## src/rtl/turfio_cin_eyescan.sv

```systemverilog
// ============================================================================
//  Module   : turfio_cin_eyescan
//  Purpose  : Automatic delay-scan / centering engine for TURFIO CIN-style
//             deserialised inputs. For each channel (lowest first) it sweeps
//             the input delay taps while a static training pattern is sent.
//             It finds the widest run of error-free taps (the lowest run
//             wins a tie), loads the centre tap, and reports per-channel
//             results.
//  Ports    : rxclk_i            - single clock; all logic in this domain
//             rst_n_i            - asynchronous active-low reset
//             start_i            - one-cycle scan start (ignored while busy)
//             data_i             - ISERDES words, channel c at [c*DWIDTH +: DWIDTH]
//             delay_load_o       - one-cycle load strobe to the addressed delay
//             delay_chan_o       - channel currently addressed
//             delay_cntvaluein_o - tap value presented with the load strobe
//             busy_o / done_o    - scan in progress / one-cycle completion pulse
//             fail_o, tap_o, width_o - per-channel results
//             errcnt_o, errtap_o, errcnt_valid_o - eye-plot stream (optional)
//  Macro    : CIN_EYESCAN_ERRCNT_EN enables the per-tap error counter; when
//             it is undefined the eye-plot ports are tied to zero.
//  Revision : 1.0 - initial release
// ============================================================================
`default_nettype none

module turfio_cin_eyescan #(
  parameter int NCH        = 1,
  parameter int DWIDTH     = 4,
  parameter int DLY_BITS   = 9,
  parameter int STEP       = 8,
  parameter int MAX_TAP    = 511,
  parameter int SETTLE     = 8,   // must be >= 1
  parameter int DWELL_LOG2 = 10
) (
  input  logic                                   rxclk_i,
  input  logic                                   rst_n_i,
  input  logic                                   start_i,
  input  logic [NCH*DWIDTH-1:0]                  data_i,
  output logic                                   delay_load_o,
  output logic [((NCH > 1) ? $clog2(NCH) : 1)-1:0] delay_chan_o,
  output logic [DLY_BITS-1:0]                    delay_cntvaluein_o,
  output logic                                   busy_o,
  output logic                                   done_o,
  output logic [NCH-1:0]                         fail_o,
  output logic [NCH*DLY_BITS-1:0]                tap_o,
  output logic [NCH*8-1:0]                       width_o,
  output logic [DWELL_LOG2:0]                    errcnt_o,
  output logic [DLY_BITS-1:0]                    errtap_o,
  output logic                                   errcnt_valid_o
);

  localparam int c_CHW = (NCH > 1) ? $clog2(NCH) : 1;
  // One counter serves both SETTLE and SAMPLE; size it for the larger count.
  localparam int c_STW = ($clog2(SETTLE + 1) > DWELL_LOG2 + 1) ? $clog2(SETTLE + 1)
                                                                : DWELL_LOG2 + 1;
  // Width for the centre arithmetic: 8-bit length times a DLY_BITS-wide step.
  localparam int c_CW  = DLY_BITS + 9;

  localparam logic [c_STW-1:0]    c_SETTLE_LAST = c_STW'(SETTLE - 1);
  localparam logic [c_STW-1:0]    c_DWELL_LAST  = c_STW'(1 << DWELL_LOG2);
  localparam logic [DLY_BITS:0]   c_STEP        = (DLY_BITS + 1)'(STEP);
  localparam logic [DLY_BITS:0]   c_MAX_TAP     = (DLY_BITS + 1)'(MAX_TAP);
  localparam logic [c_CHW-1:0]    c_LAST_CH     = c_CHW'(NCH - 1);

  localparam logic [2:0] c_IDLE   = 3'd0;
  localparam logic [2:0] c_LOAD   = 3'd1;
  localparam logic [2:0] c_SETTLE = 3'd2;
  localparam logic [2:0] c_SAMPLE = 3'd3;
  localparam logic [2:0] c_EVAL   = 3'd4;
  localparam logic [2:0] c_CENTER = 3'd5;
  localparam logic [2:0] c_NEXTCH = 3'd6;
  localparam logic [2:0] c_DONE   = 3'd7;

  logic [2:0]              state_q, state_d;
  logic [c_CHW-1:0]        ch_q, ch_d;
  logic [DLY_BITS-1:0]     tap_q, tap_d;
  logic [c_STW-1:0]        cnt_q, cnt_d;
  logic [DWIDTH-1:0]       ref_q, ref_d;
  logic                    mis_q, mis_d;
  logic [DLY_BITS-1:0]     cur_start_q, cur_start_d;
  logic [7:0]              cur_len_q, cur_len_d;
  logic [DLY_BITS-1:0]     best_start_q, best_start_d;
  logic [7:0]              best_len_q, best_len_d;
  logic [NCH-1:0]          fail_q, fail_d;
  logic [NCH*DLY_BITS-1:0] tapres_q, tapres_d;
  logic [NCH*8-1:0]        width_q, width_d;

  logic [DWIDTH-1:0]       word;
  logic                    ref_idle;
  logic                    tap_good;
  logic [DLY_BITS:0]       tap_next;
  logic                    last_pt;
  logic [DLY_BITS-1:0]     run_start;
  logic [7:0]              run_len;
  logic                    close_run;
  logic [c_CW-1:0]         span;
  logic [DLY_BITS-1:0]     center;
  logic                    center_load;

  assign word     = data_i[int'(ch_q)*DWIDTH +: DWIDTH];
  // A constant all-ones/all-zeros word is link idle, not a training pattern.
  assign ref_idle = (ref_q == '0) || (ref_q == '1);
  assign tap_good = !mis_q && !ref_idle;

  // Computed one bit wider so the sweep end is detected without wrap.
  assign tap_next = {1'b0, tap_q} + c_STEP;
  assign last_pt  = tap_next > c_MAX_TAP;

  // Run tracker after folding in the current tap.
  assign run_start = (tap_good && (cur_len_q == 8'd0)) ? tap_q : cur_start_q;
  assign run_len   = !tap_good             ? cur_len_q :
                     (cur_len_q == 8'hFF)  ? 8'hFF     : cur_len_q + 8'd1;
  // The open run also closes at sweep end, so a window touching the last
  // tap still competes for best.
  assign close_run = !tap_good || last_pt;

  assign span   = (c_CW'(best_len_q) - c_CW'(1)) * c_CW'(STEP);
  assign center = DLY_BITS'(c_CW'(best_start_q) + (span >> 1));

  assign center_load = (state_q == c_CENTER) && (best_len_q != 8'd0);

  always_comb begin
    state_d      = state_q;
    ch_d         = ch_q;
    tap_d        = tap_q;
    cnt_d        = cnt_q;
    ref_d        = ref_q;
    mis_d        = mis_q;
    cur_start_d  = cur_start_q;
    cur_len_d    = cur_len_q;
    best_start_d = best_start_q;
    best_len_d   = best_len_q;
    fail_d       = fail_q;
    tapres_d     = tapres_q;
    width_d      = width_q;

    case (state_q)
      c_IDLE: begin
        if (start_i) begin
          state_d      = c_LOAD;
          ch_d         = '0;
          tap_d        = '0;
          cur_start_d  = '0;
          cur_len_d    = '0;
          best_start_d = '0;
          best_len_d   = '0;
          fail_d       = '0;
          tapres_d     = '0;
          width_d      = '0;
        end
      end
      c_LOAD: begin
        cnt_d   = '0;
        state_d = c_SETTLE;
      end
      c_SETTLE: begin
        if (cnt_q == c_SETTLE_LAST) begin
          cnt_d   = '0;
          state_d = c_SAMPLE;
        end else begin
          cnt_d = cnt_q + c_STW'(1);
        end
      end
      c_SAMPLE: begin
        // Count 0 captures the reference; counts 1..2^DWELL_LOG2 compare.
        if (cnt_q == '0) begin
          ref_d = word;
          mis_d = 1'b0;
        end else if (word != ref_q) begin
          mis_d = 1'b1;
        end
        if (cnt_q == c_DWELL_LAST) begin
          state_d = c_EVAL;
        end else begin
          cnt_d = cnt_q + c_STW'(1);
        end
      end
      c_EVAL: begin
        cur_start_d = run_start;
        if (close_run) begin
          cur_len_d = '0;
          // Strict compare: an equal later window never displaces the first.
          if (run_len > best_len_q) begin
            best_len_d   = run_len;
            best_start_d = run_start;
          end
        end else begin
          cur_len_d = run_len;
        end
        if (last_pt) begin
          state_d = c_CENTER;
        end else begin
          tap_d   = tap_next[DLY_BITS-1:0];
          state_d = c_LOAD;
        end
      end
      c_CENTER: begin
        if (best_len_q == 8'd0) begin
          fail_d[ch_q]                                = 1'b1;
          tapres_d[int'(ch_q)*DLY_BITS +: DLY_BITS]   = '0;
        end else begin
          tapres_d[int'(ch_q)*DLY_BITS +: DLY_BITS]   = center;
        end
        width_d[int'(ch_q)*8 +: 8] = best_len_q;
        state_d                    = c_NEXTCH;
      end
      c_NEXTCH: begin
        if (ch_q == c_LAST_CH) begin
          state_d = c_DONE;
        end else begin
          ch_d         = ch_q + c_CHW'(1);
          tap_d        = '0;
          cur_start_d  = '0;
          cur_len_d    = '0;
          best_start_d = '0;
          best_len_d   = '0;
          state_d      = c_LOAD;
        end
      end
      c_DONE: begin
        state_d = c_IDLE;
      end
      default: begin
        state_d = c_IDLE;
      end
    endcase
  end

  always_ff @(posedge rxclk_i or negedge rst_n_i) begin
    if (!rst_n_i) begin
      state_q      <= c_IDLE;
      ch_q         <= '0;
      tap_q        <= '0;
      cnt_q        <= '0;
      ref_q        <= '0;
      mis_q        <= 1'b0;
      cur_start_q  <= '0;
      cur_len_q    <= '0;
      best_start_q <= '0;
      best_len_q   <= '0;
      fail_q       <= '0;
      tapres_q     <= '0;
      width_q      <= '0;
    end else begin
      state_q      <= state_d;
      ch_q         <= ch_d;
      tap_q        <= tap_d;
      cnt_q        <= cnt_d;
      ref_q        <= ref_d;
      mis_q        <= mis_d;
      cur_start_q  <= cur_start_d;
      cur_len_q    <= cur_len_d;
      best_start_q <= best_start_d;
      best_len_q   <= best_len_d;
      fail_q       <= fail_d;
      tapres_q     <= tapres_d;
      width_q      <= width_d;
    end
  end

  assign delay_load_o       = (state_q == c_LOAD) || center_load;
  assign delay_cntvaluein_o = center_load             ? center :
                              (state_q == c_LOAD)     ? tap_q  : '0;
  assign delay_chan_o       = ch_q;
  assign busy_o             = (state_q != c_IDLE);
  assign done_o             = (state_q == c_DONE);
  assign fail_o             = fail_q;
  assign tap_o              = tapres_q;
  assign width_o            = width_q;

`ifdef CIN_EYESCAN_ERRCNT_EN
  logic [DWELL_LOG2:0] errcnt_q;

  always_ff @(posedge rxclk_i or negedge rst_n_i) begin
    if (!rst_n_i) begin
      errcnt_q <= '0;
    end else if (state_q == c_SAMPLE) begin
      if (cnt_q == '0) begin
        errcnt_q <= '0;
      end else if (word != ref_q) begin
        errcnt_q <= errcnt_q + (DWELL_LOG2 + 1)'(1);
      end
    end
  end

  assign errcnt_valid_o = (state_q == c_EVAL);
  // Idle is reported as a fully failing tap so eye plots show it closed.
  assign errcnt_o       = !errcnt_valid_o ? '0 :
                          ref_idle        ? (DWELL_LOG2 + 1)'(1 << DWELL_LOG2) : errcnt_q;
  assign errtap_o       = errcnt_valid_o ? tap_q : '0;
`else
  assign errcnt_valid_o = 1'b0;
  assign errcnt_o       = '0;
  assign errtap_o       = '0;
`endif

endmodule

`default_nettype wire

```

## config.mk

```make
export PLATFORM = sky130hd
export DESIGN_NAME = turfio_cin_eyescan
export DESIGN_NICKNAME = d
export VERILOG_FILES = /design/src/rtl/turfio_cin_eyescan.sv
export SDC_FILE = /design/constraint.sdc
export NUM_CORES = 1
export LEC_CHECK = 0
export BUFFER_PORTS_ARGS = -buffer_cell sky130_fd_sc_hd__buf_2
export CAP_MARGIN = 20
export CELL_PAD_IN_SITES_DETAIL_PLACEMENT = 1
export CELL_PAD_IN_SITES_GLOBAL_PLACEMENT = 1
export CORE_ASPECT_RATIO = 1.4
export CORE_MARGIN = 2
export CORE_UTILIZATION = 45
export DETAILED_ROUTE_END_ITERATION = 7
export PLACE_DENSITY_LB_ADDON = 0.3
export SYNTH_ARGS = -nofsm -noshare
export SYNTH_HDL_FRONTEND = slang
export SYNTH_SLANG_ARGS = --single-unit
```

## constraint.sdc

```tcl
create_clock -name rxclk_i -period 4.1 [get_ports rxclk_i]
set_input_delay 1.025 -clock rxclk_i [delete_from_list [all_inputs] [get_ports rxclk_i]]
set_output_delay 1.025 -clock rxclk_i [all_outputs]
set_load 0.01 [all_outputs]
```

---- Word level (Yosys, flattened, before mapping) ----
Cells that the tools add are included.
storage, ports and cells
  memory bits (writable) .................. 0
  flip-flop bits (word level) ............. 81
  input port bits ......................... 7
  memories kept ........................... 0
  ROM bits ................................ 0
  bits in latches ......................... 0
  output and inout bits ................... 52
  logic and storage cells ................. 129
cells by class
  add/subtract/negate cells ............... 8
  reductions and logical operators ........ 32
  multiplexer cells ....................... 43
  div/mod/pow operators ................... 0
  bitwise gates (word level) .............. 1
  $lt $le $gt $ge ......................... 4
  shift-type cells ........................ 6
  equality and inequality tests ........... 21
  multiply operators ...................... 1
operators by type and width
  kind                                                       number
  2-to-1 mux 9 bit                                           9
  case mux 9 bit (3 select lines)                            3
  2-to-1 mux 8 bit                                           7
  case mux 8 bit (3 select lines)                            2
  negator 4 -> 33 bit                                        1
  negator 5 -> 33 bit                                        1
  case mux 11 bit (3 select lines)                           1
  variable shift 8 x 33 -> 8 bit, first input constant       1
  variable shift 9 x 33 -> 9 bit, first input constant       1
  indexed part select 8 x 33 -> 8 bit                        1
  indexed part select 9 x 33 -> 9 bit                        1
  indexed part select 9 x 33 -> 9 bit, first input constant  1
  case mux 3 bit (8 select lines)                            1
  2-to-1 mux 11 bit                                          2
  bitwise mux 9 bit                                          2
  case mux 9 bit (2 select lines)                            1
  zero test 8 bit                                            2
  inequality test 2 bit, second input constant               8
  case mux 8 bit (2 select lines)                            1
  2-to-1 mux 3 bit                                           5
  == test 3 bit, second input constant                       4
  adder 11 x 1 -> 11 bit, second input constant              1
  == test 11 bit, second input constant                      1
  == test 11 x 3 -> 1 bit, second input constant             1
  other kinds (34)                                           58

---- Longest topological paths before layout ----
Gate-level depths: netlist of the first run.
  depth in word-level cells ............... 9
  mapped depth ............................ 13
  mapped depth without buffers ............ 11

---- Least setup slack after synthesis of the first run ----
OpenSTA, ideal clock, no wires.
  path kind ............................... register to register
  start ................................... register ref_q[0]
  end ..................................... register best_len_q[1]
  stages on the path, launching flop included .. 12
  slack ................................... 956 ps
  library setup time ...................... 125 ps
  data arrival time ....................... 3019 ps
  path through ............................ dfrtp_1 or4_1 and2_1 buf_6 nand3_1 mux2i_1 inv_1 ha_1 a21oi_1 a21boi_0 o31ai_2 mux2_2
on the way
  cells in the longest elaborated chain, start to end .. 8
  elaborated cells on any way between the ends .. 15
  those cells by class .................... order compare (1); eq/ne (3); mux (4); reduce/logical (7)
RTL lines
  what                                                                              line      RTL
  start, declared                                                                   77        logic [DWIDTH-1:0] ref_q, ref_d;
  start signal, assigned                                                            248       ref_q <= ref_d;
  == test 4 bit or zero test 4 bit (tied branches)                                  101       assign ref_idle = (ref_q == '0) || (ref_q == '1);
  logical OR 1 bit (*)                                                              101
  zero test 1 bit (*)                                                               102       assign tap_good = !mis_q && !ref_idle;
  logical AND 1 bit (*)                                                             102
  2-to-1 mux 8 bit or zero test 1 bit (tied branches)                               110, 114
  > comparator 8 bit (tied with other cells)                                        182       if (run_len > best_len_q) begin
  inequality test 2 bit (no line) or 2-to-1 mux 8 bit (tied branches)               -
  AND reduction 5 bit (no line) or case mux 8 bit (3 select lines) (tied branches)  -
  end signal, assigned                                                              253       best_len_q <= best_len_d;
  end, declared                                                                     82        logic [7:0] best_len_q, best_len_d;
Mark *: on every way between the ends. The rest lies on a longest branch, timed or not. The select of a mux whose other input is x is not followed.
A chain may end at the register's enable or synchronous reset.

---- Worst setup path after layout of the first run ----
  start ................................... register best_len_q[0]
  end ..................................... output delay_cntvaluein_o[7]
on the way
  cells in the longest elaborated chain, start to end .. 3
  elaborated cells on any way between the ends .. 5
  those cells by class .................... add/sub (2); mux (1); reduce/logical (2)
RTL lines
  what                                                             line      RTL
  subtractor 7 x 1 -> 7 bit or nonzero test 8 bit (tied branches)  116, 119
  adder 9 bit or logical AND 1 bit (tied branches)                 117, 119
  2-to-1 mux 9 bit (*)                                             261       assign delay_cntvaluein_o = center_load ? center :
  end, declared                                                    40        output logic [DLY_BITS-1:0] delay_cntvaluein_o,
Mark *: on every way between the ends. The rest lies on a longest branch, timed or not.

==> results of run 1 <==
[placed cells by master, fill, tap and decap left out, types with 9 or more instances in the layout]
master     count
xnor2_1       11
a22o_1        11
nand3_1       19
and2_1         9
ha_1          21
clkbuf_16      9
a21oi_1       14
inv_1         22
buf_2         35
mux2_2         9
nand2_1       64
nand4_1        9
conb_1        22
o21ai_0       35
and3_1        10
dfrtp_1       77
mux2i_1       21
nor2_1        23
[per-layer routing]
layer	routed length (um)	GRT usage, %	part of all wire (%)	vias to the layer above
met2	5990	39.04	54	63
met1	4543	26.07	41	1787
li1	-	-	-	1715
met4	236	7.955	2.1	0
met3	344	4.371	3.1	21
met5	0	0	0	-
[registers in the layout (all words and copies together), names as in the netlist, 6 cells and up]
register	flops
best_start_q	9
cur_len_q	8
tap_o	9
cur_start_q	9
best_len_q	8
width_o	8
tap_q	6
cnt_q	11
[final timing paths]
check                                        end     startpoint  slack (ns)  cells after the start
max                        delay_cntvaluein_o[7]  best_len_q[0]        0.19                     10
min                                     tap_o[4]       tap_o[4]        0.47                      2
max reg2reg                      best_start_q[8]       ref_q[3]        0.57                     11
min reg2reg                             tap_o[4]       tap_o[4]        0.47                      2
max in group asynchronous           cur_len_q[6]        rst_n_i        2.61                      1
min in group asynchronous               cnt_q[9]        rst_n_i        0.85                      1
[stage by stage]
step	setup slack [ns]	hold slack, ns	instances	area (um^2)
2_1_floorplan	0.9564	0.4534	501	4593
3_3_place_gp	0.6708	0.4538	638	4740
3_5_place_dp	0.5930	0.4592	638	4740
4_1_cts	0.1539	0.4734	653	5055
5_1_grt	0.02873	0.4996	653	5055
6_report	0.1933	0.4660	653	5055
[critical path, delay by kind of cell (launching register included)]
| kind | cells | cell delay [ns] |
|---|---|---|
| buffers and inverters | 3 | 0.38 |
| flip-flops | 1 | 0.47 |
| adder cells (fa/ha/maj) | 2 | 0.70 |
| XOR/XNOR | 1 | 0.11 |
| AO/OA/AOI/OAI | 4 | 0.89 |
[power by group through the flow]
stage,Sequential (mW),Combinational (mW),Clock [mW]
6_report,0.765,0.0341,0.847
5_1_grt,0.764,0.0396,0.889
4_1_cts,0.764,0.0352,0.866
3_5_place_dp,0.778,0.0349,0
3_3_place_gp,0.778,0.0344,0
2_1_floorplan,0.778,0.0299,0
[Yosys cell counts (3+ instances only)]
master,number
nor2b_1,7
buf_4,22
buf_2,3
inv_1,22
nand4_1,9
a31oi_1,5
nand2b_1,8
nor3_1,7
and2_1,9
xor2_1,6
xnor2_1,11
mux2i_1,21
mux2_2,9
and3_1,10
dfrtp_1,77
nand3_1,19
or2_2,4
clkbuf_1,11
a21oi_1,14
nand2_1,64
a211oi_1,4
o31ai_1,8
nor2_1,23
ha_1,21
a22o_1,11
o21ai_0,35
a21o_1,8
[kinds of logic after synthesis]
family,count (synthesis),synth area share (%)
adders and majority gates,22,6.264
and+or+nand+nor,171,18.63
xor gates and xnor gates,17,3.298
buffers and inverters,60,7.234
muxes,30,6.901
AOI/OAI and AO/OA,102,14.91
other,1,0.08307
DFF,77,42.68
[area by class of cell]
| type | instances | area share (%) |
|---|---|---|
| clock buffers | 11 | 4.802 |
| clock inverters | 4 | 1.436 |
| inverters | 22 | 1.634 |
| multi-input cells | 364 | 46.46 |
| flip-flops and latches | 77 | 38.12 |
| well taps | 135 | 3.342 |
| repair buffers | 40 | 4.208 |
==> metrics.csv, run 1 <==
stage,metric,value,unit
status,status,finished clean,
sta,fmax,0.2560,GHz
layout,fin_util,51.34,%
synthesis,async_flop_share,100.0,%
routing,drtAntennaViolNets,0,
synthesis,synth_edf_count,0,
clock_tree,hold_buffers,0,
worst_setup_path,cp-start-kind,flip-flop,
global_routing,grt_use_total,22.08,%
routing,drt-pass1-iter-count,4,
sta,setup_viol_count_final,0,
clock_tree,clockBufferDepth,2,
synthesis,ys_seq_area_share,42.68,%
pwr,total_power,1.646,mW
worst_setup_path,slowest_stage,dfrtp_1,
worst_setup_path,critPathArrivalTime,2.88,ns
layout,n_antenna_cell,0,
floorplanning,die_x,88.65,um
layout,multi_input_area,2349,um^2
routing,wl,11120,um
worst_setup_path,crit_type,flip-flop to primary output,
clock_tree,clock_sinks,77,
clock_tree,clk_latency,0.34,ns
sta,final.setup.tns,0,ns
synthesis,ys_ff_latch,77,
pwr,p_sw,0.3318,mW
synthesis,synthCells,480,
layout,area_delta_synth_final,11.97,%
layout,regArea,1927,um^2
pwr,p_sw_share,20.16,%
flow_run,max_cap_viol_count,0,
pwr,p_leak,2.511,nW
layout,fillCellCount,1177,
floorplanning,die_h,122.5,um
pwr,share_comb_of_total_power,2.1,%
global_routing,grt_pass1_vias,3731,
synthesis,synth.area.top_cells,"dfrtp_1 43%, ha_1 5.8%, nand2_1 5.3%",
synthesis,syn_area_per_cell,9.405,um^2
sta,worst_pin_slew,0.9891,ns
worst_setup_path,worstSetupEndpointType,primary output,
placement,port_buffers,36,
clock_tree,cts_tree,yes,
pwr,clockPowerShare,51.5,%
sta,rsz0062_at_grt,no,
synthesis,synth_area_leader_cell,dfrtp_1,
routing,drc,0,
pwr,power.internal,1.314,mW
worst_setup_path,max_stage_delay,0.47,ns
placement,hpwl,7975,um
global_routing,antenna_found_initial,0,
placement,gp_congestion,0.7914,
pwr,p_per_area,325.5,nW/um^2
worst_setup_path,crit_required,3.07,ns
pwr,irDropWorstVdd,0.2031,mV
routing,num_vias,3586,
synthesis,synth-main-ff-cell,dfrtp_1,
routing,first_iter_violations,169,
synthesis,syn_area,4514,um^2
clock_tree,cts_buffers,9,
floorplanning,rows,43,
synthesis,yosysWarnings,0,
layout,drive_gt1_share,14.09,%
sta,finalHoldViolations,0,
sta,slew_viol_final,0,
sta,max-slew-margin-rel,34.06,%
clock_tree,path_clk_slew,0.06,ns
clock_tree,cts_setup_buffers,0,
floorplanning,die-area,10860,um^2
routing,vias_per_cell,5.492,
sta,finalClockSkew,0.007404,ns
global_routing,overflow,0,
clock_tree,cts-resized-gates,0,
floorplanning,top_level_ports,59,
worst_setup_path,cp_max_fo,5,
global_routing,grt_pass1_wl,18440,um
routing,routedWlPerCell,17.02,um
sta,period_minus_slack,3.907,ns
global_routing,grt_max_degree,78,
pwr,power.share.sequential,46.5,%
sta,finalCritPeriodShare,95.29,%
min_path,min_path_type,flip-flop to flip-flop,
floorplanning,initial_core_util,45.85,%
synthesis,synth.distinct_cells,51,
worst_setup_path,path_cells,inv_1 -> ha_1 -> inv_1 -> ha_1 -> a211oi_1 -> o21bai_1 -> a21oi_1 -> xnor2_1 -> a22o_1 -> buf_2,
clock_tree,h-tree-depth,3,
layout,finish.net_count,543,
floorplanning,core-area,9846,um^2
synthesis,synth_top_cell_area_share,42.68,%
clock_tree,cts-root-buf,clkbuf_16,
Power figures use the tool's default switching activity.
==> run 2: changes to the inputs <==
==> constraint.sdc (replaced) <==
create_clock -name rxclk_i -period 4.1 [get_ports rxclk_i]
set_input_delay 0.82 -clock rxclk_i [delete_from_list [all_inputs] [get_ports rxclk_i]]
set_output_delay 0.82 -clock rxclk_i [all_outputs]
set_load 0.01 [all_outputs]
==> run 2 against run 1 <==
Net effect: clock skew barely moved; sequential power barely moved; critical path depth fell by 1; register-to-register slack got worse by 0.03 ns; clock power barely moved; global-route usage fell by 0.45 points; combinational power barely moved; via count rose by 0.20%; utilization fell by 0.18 points; sequential share of layout area rose by 0.13 points; non-clock buffer count fell by 2; critical path type unchanged; largest power group unchanged; highest routed layer unchanged.
==> metrics.csv, run 2 (synthesis results as in run 1) <==
stage,metric,value,unit
floorplanning,die-area,10860,um^2
routing,drc,0,
pwr,p_sw,0.3344,mW
sta,max-slew-margin-rel,33.15,%
placement,pre_cts_ws,0.6062,ns
sta,slew_viol_final,0,
placement,dpl-instance-area,4717,um^2
global_routing,overflow,0,
layout,instances_no_fill,651,
layout,final_cell_area,5037,um^2
worst_setup_path,path_cells,inv_1 -> ha_1 -> fa_1 -> nand2b_1 -> a21oi_1 -> o22ai_1 -> xnor2_1 -> o21ai_0 -> buf_2,
global_routing,grt_pass1_vias,3619,
floorplanning,top_level_ports,59,
clock_tree,cts_tree,yes,
layout,regMostFlops,cnt_q,
layout,finish.net_count,541,
worst_setup_path,worstSetupEndpointType,primary output,
layout,layout_common_cells,"77 x dfrtp_1, 64 x nand2_1, 36 x buf_2",
placement,hpwl,7959,um
sta,period_minus_slack,3.615,ns
global_routing,antenna_found_initial,0,
flow_run,max_cap_viol_count,0,
clock_tree,clockBufferDepth,2,
clock_tree,cts_setup_buffers,0,
sta,setup_viol_count_final,0,
routing,routedWlPerCell,17.08,um
routing,drt-pass1-iter-count,4,
worst_setup_path,slowest_stage,dfrtp_1,
worst_setup_path,max_stage_delay,0.43,ns
worst_setup_path,critPathArrivalTime,2.80,ns
clock_tree,clock_sinks,77,
pwr,irDropWorstVdd,0.1986,mV
routing,drtAntennaViolNets,0,
worst_setup_path,cp_max_fo,5,
sta,finalClockSkew,0.007737,ns
layout,area_delta_synth_final,11.59,%
clock_tree,hold_buffers,0,
floorplanning,rows,43,
floorplanning,die_x,88.65,um
sta,rsz0062_at_grt,no,
pwr,total_power,1.648,mW
global_routing,grt_use_total,21.63,%
layout,multi_input_area,2349,um^2
sta,worst_pin_slew,1.001,ns
placement,port_buffers,36,
floorplanning,core-area,9846,um^2
worst_setup_path,cp-start-kind,flip-flop,
layout,regArea,1927,um^2
layout,drive_gt1_share,13.76,%
layout,fin_util,51.16,%
pwr,share_comb_of_total_power,2.1,%
routing,vias_per_cell,5.519,
global_routing,grt_pass1_wl,18120,um
status,status,finished clean,
clock_tree,clk_latency,0.34,ns
worst_setup_path,r2r_setup_slack,0.54,ns
global_routing,grt_max_degree,78,
clock_tree,path_clk_slew,0.06,ns
worst_setup_path,crit_type,flip-flop to primary output,
sta,layout_setup_ws,0.4848,ns
placement,gp_congestion,0.8875,
sta,finalCritPeriodShare,88.18,%
sta,final.setup.tns,0,ns
worst_setup_path,critPathTopFamily,adder cells,
sta,finalHoldViolations,0,
worst_setup_path,crit_required,3.28,ns
sta,fmax,0.2766,GHz
clock_tree,cts-resized-gates,0,
pwr,p_leak,2.498,nW
floorplanning,initial_core_util,45.85,%
sta,hold_ws,0.4677,ns
layout,fillCellCount,1142,
layout,layout_commonest_cell,dfrtp_1,
routing,wl,11120,um
routing,num_vias,3593,
placement,place_inst,635,
min_path,min_path_type,flip-flop to flip-flop,
pwr,clockPowerShare,51.5,%
floorplanning,die_h,122.5,um
clock_tree,cts-root-buf,clkbuf_16,
layout,n_antenna_cell,0,
pwr,p_per_area,327.2,nW/um^2
layout,largest_register_ffs,11,
clock_tree,h-tree-depth,3,
pwr,power.share.sequential,46.4,%
clock_tree,cts_buffers,9,
routing,first_iter_violations,139,
pwr,p_sw_share,20.29,%
worst_setup_path,critPathBufInv,2,
pwr,power.internal,1.314,mW
-- run 2: final timing paths --
check | from | to | depth (start not counted)
min in group asynchronous | rst_n_i | cnt_q[6] | 1
worst min-delay path | tap_o[5] | tap_o[5] | 1
max in group asynchronous | rst_n_i | best_start_q[4] | 1
worst max register to register | ref_q[0] | best_start_q[5] | 11
worst min register to register | tap_o[5] | tap_o[5] | 1
worst max-delay path | best_len_q[0] | delay_cntvaluein_o[8] | 9
-- run 2: final cells by class --
cell class,instances,share of cell area [%]
clock buffer,11,4.819
clock inverter,4,1.441
inverter,22,1.639
multi-input combinational,364,46.62
sequential,77,38.25
tap,135,3.353
timing repair buffer,38,3.875
-- run 2: worst reg2reg max path, cell delays in order (launching register included) --
cell and delay, ns:
dfrtp_1 0.42, or4_1 0.56, and2_1 0.26, nand3_1 0.15
mux2i_1 0.33, inv_1 0.11, ha_1 0.33, a21oi_1 0.13
a21boi_0 0.14, o31ai_4 0.50, buf_4 0.32, mux2i_1 0.24
-- run 2: metal layers --
metal	GRT usage, %	up-vias	routed length [um]
met1	25.50	1796	4567
met4	8.428	0	207
met2	38.53	63	6043
met3	3.497	18	301
li1	-	1716	-
met5	0	-	0
-- run 2: power groups by stage --
stage          Combinational [mW]  Sequential, mW  Clock, mW
2_1_floorplan              0.0299           0.778          0
3_3_place_gp               0.0345           0.778          0
3_5_place_dp               0.0355           0.778          0
4_1_cts                    0.0354           0.764      0.867
5_1_grt                    0.0405           0.764      0.893
6_report                   0.0342           0.765      0.849
==> run 3: changes to the inputs <==
ABC_AREA = 1   (was not set)
CORE_MARGIN = not set   (was 2)
CORE_UTILIZATION = 43   (was 45)
==> run 3 against run 2 <==
Net effect: critical endpoint unchanged; sequential power increased by 45%; via count is 20% higher; maximum frequency increased by 2.2%; worst setup slack gained 0.079 ns; wire length is 16% higher; utilization fell by 1.5 points.
==> metrics.csv, run 3 <==
stage,metric,value,unit
sta,max-slew-margin-rel,35.51,%
clock_tree,clk_latency,0.34,ns
synthesis,async_flop_share,100.0,%
layout,layout_common_cells,"160 x nand2_1, 80 x inv_1, 77 x dfrtp_1",
layout,layout_commonest_cell,nand2_1,
pwr,p_leak,2.861,nW
synthesis,syn_area_per_cell,7.648,um^2
synthesis,synth-main-ff-cell,dfrtp_1,
routing,first_iter_violations,90,
sta,finalHoldViolations,0,
layout,finish.net_count,704,
sta,period_minus_slack,3.536,ns
floorplanning,initial_core_util,44.51,%
global_routing,grt_util_met3,3.203,%
global_routing,grt_pass1_wl,21850,um
global_routing,gr-usage-met2,44.64,%
sta,rsz0062_at_grt,no,
synthesis,synth.area.top_cells,"dfrtp_1 39%, nand2_1 12%, inv_1 6.1%",
placement,gp_congestion,0.8482,
layout,largest_register_ffs,11,
pwr,irDropWorstVdd,0.2889,mV
placement,dpl-instance-area,5076,um^2
global_routing,met1_usage,25.00,%
routing,drtAntennaViolNets,0,
synthesis,syn_area,4887,um^2
synthesis,synth_most_common_cell,nand2_1,
flow_run,max_cap_viol_count,0,
sta,fmax,0.2828,GHz
global_routing,antenna_found_initial,0,
worst_setup_path,cp_max_fo,4,
global_routing,grt_max_degree,78,
synthesis,synth_top_cell_area_share,39.43,%
synthesis,ys_seq_area_share,39.43,%
sta,final.setup.tns,0,ns
layout,final_cell_area,5451,um^2
sta,slew_viol_final,0,
global_routing,grt_pass1_vias,4610,
min_path,min_path_type,primary input to async pin,
worst_setup_path,timing.rr.end,best_len_q[5],
placement,port_buffers,36,
layout,fin_util,49.65,%
floorplanning,rows,45,
global_routing,busiest_layer,met2,
placement,place_inst,804,
pwr,p_per_area,647.6,nW/um^2
synthesis,synth_edf_count,0,
clock_tree,clockBufferDepth,2,
pwr,total_power,3.530,mW
worst_setup_path,cp-start-kind,flip-flop,
synthesis,synth.distinct_cells,41,
placement,hpwl,9543,um
synthesis,synth_common_cells,"160 x nand2_1, 80 x inv_1, 77 x dfrtp_1",
sta,worst_pin_slew,0.9637,ns
clock_tree,clock_sinks,77,
worst_setup_path,crit-reg2reg-launch,cur_len_q[0],
synthesis,ys_ff_latch,77,
clock_tree,hold_buffers,0,
layout,area_delta_synth_final,11.55,%
synthesis,synth_area_leader_cell,dfrtp_1,
floorplanning,die_x,92.10,um
floorplanning,die-area,11800,um^2
routing,vias_per_cell,5.241,
global_routing,overflow,0,
routing,routedWlPerCell,15.70,um
worst_setup_path,critPathArrivalTime,2.72,ns
clock_tree,h-tree-depth,3,
sta,setup_viol_count_final,0,
worst_setup_path,worstSetupEndpointType,primary output,
floorplanning,core-area,10980,um^2
worst_setup_path,r2r_setup_slack,0.95,ns
global_routing,grt_use_total,23.77,%
routing,drt-pass1-iter-count,4,
layout,drive_gt1_share,12.50,%
routing,num_vias,4303,
sta,finalClockSkew,0.005990,ns
status,status,finished clean,
layout,regMostFlops,cnt_q,
routing,wl,12890,um
clock_tree,cts_tree,yes,
clock_tree,cts_setup_buffers,0,
clock_tree,cts-root-buf,clkbuf_16,
clock_tree,cts_buffers,9,
worst_setup_path,ff2ff_path_depth,17,
worst_setup_path,crit_required,3.28,ns
layout,n_antenna_cell,0,
worst_setup_path,crit_type,flip-flop to primary output,
layout,instances_no_fill,821,
clock_tree,path_clk_slew,0.06,ns
routing,drc,0,
floorplanning,top_level_ports,59,
clock_tree,cts-resized-gates,0,
sta,finalCritPeriodShare,86.24,%
synthesis,yosysWarnings,0,
floorplanning,die_h,128.1,um
synthesis,synthCells,639,
[run 3: changes by cell type after synthesis, moves of 9 or more]
| cell | previous run | this run |
|---|---|---|
| nand3_1 | 19 | 41 |
| a22o_1 | 11 | 0 |
| nand2_2 | 0 | 12 |
| nor3_1 | 7 | 16 |
| clkbuf_1 | 11 | 1 |
| nand2_1 | 64 | 160 |
| mux2i_1 | 21 | 1 |
| nor2_1 | 23 | 54 |
| mux2_2 | 9 | 0 |
| and3_1 | 10 | 0 |
| inv_1 | 22 | 80 |
| and2_1 | 9 | 0 |
[run 3: layout make-up]
type | count | area [um^2]
Inverter | 85 | 321.6
Fill cell | 1387 | 5528
Clock buffer | 10 | 239.0
Clock inverter | 6 | 108.9
Multi-Input combinational cell | 464 | 2461
Sequential cell | 77 | 1927
Tap cell | 141 | 176.4
Timing Repair Buffer | 38 | 217.7
[run 3: how the worst max path moves through the flow]
stage	from	end
3_5_place_dp	best_len_q[0]	delay_cntvaluein_o[8]
4_1_cts	best_len_q[2]	delay_cntvaluein_o[8]
5_1_grt	best_len_q[0]	delay_cntvaluein_o[7]
3_3_place_gp	best_len_q[0]	delay_cntvaluein_o[8]
2_1_floorplan	best_len_q[0]	delay_cntvaluein_o[8]
6_report	best_len_q[2]	delay_cntvaluein_o[8]
[run 3: worst max-delay path: stages, from the launching register on]
cell and delay [ns]:
dfrtp_1 0.43, inv_1 0.16, nand3_1 0.13, nor3_1 0.22, xor2_1 0.31, ha_1 0.33
a21oi_1 0.17, o21a_1 0.16, nand2_1 0.05, nand2_1 0.06, nand3_1 0.10, o21ai_0 0.09
buf_2 0.15
[run 3: cell families after synthesis]
family / Yosys count / synth area share (%)
xor+xnor: 19 / 3.405
flops: 77 / 39.43
other cells: 1 / 0.07673
fa+ha+maj: 22 / 5.786
simple gates: 313 / 29.24
compound gates: 87 / 10.04
mux: 1 / 0.2048
buf+inv: 119 / 11.83
[run 3: metrics by stage]
step / worst slack, ns / hold WS (ns)
after CTS: 0.5165 / 0.4847
after global routing: 0.3579 / 0.4236
after global placement: 1.017 / 0.4592
final: 0.5642 / 0.4022
after floorplan: 1.437 / 0.4494
after detailed placement: 0.8931 / 0.4682
[run 3: routing by layer]
metal	part of all wire, %	vias to the layer above
li1	-	2087
met2	53	82
met5	0	-
met1	40	2102
met4	4.2	0
met3	2.1	32
[run 3: where the power goes]
group          internal (mW)  switching (mW)
logic                  0.475            1.01
registers              0.947           0.158
clock network          0.611           0.329
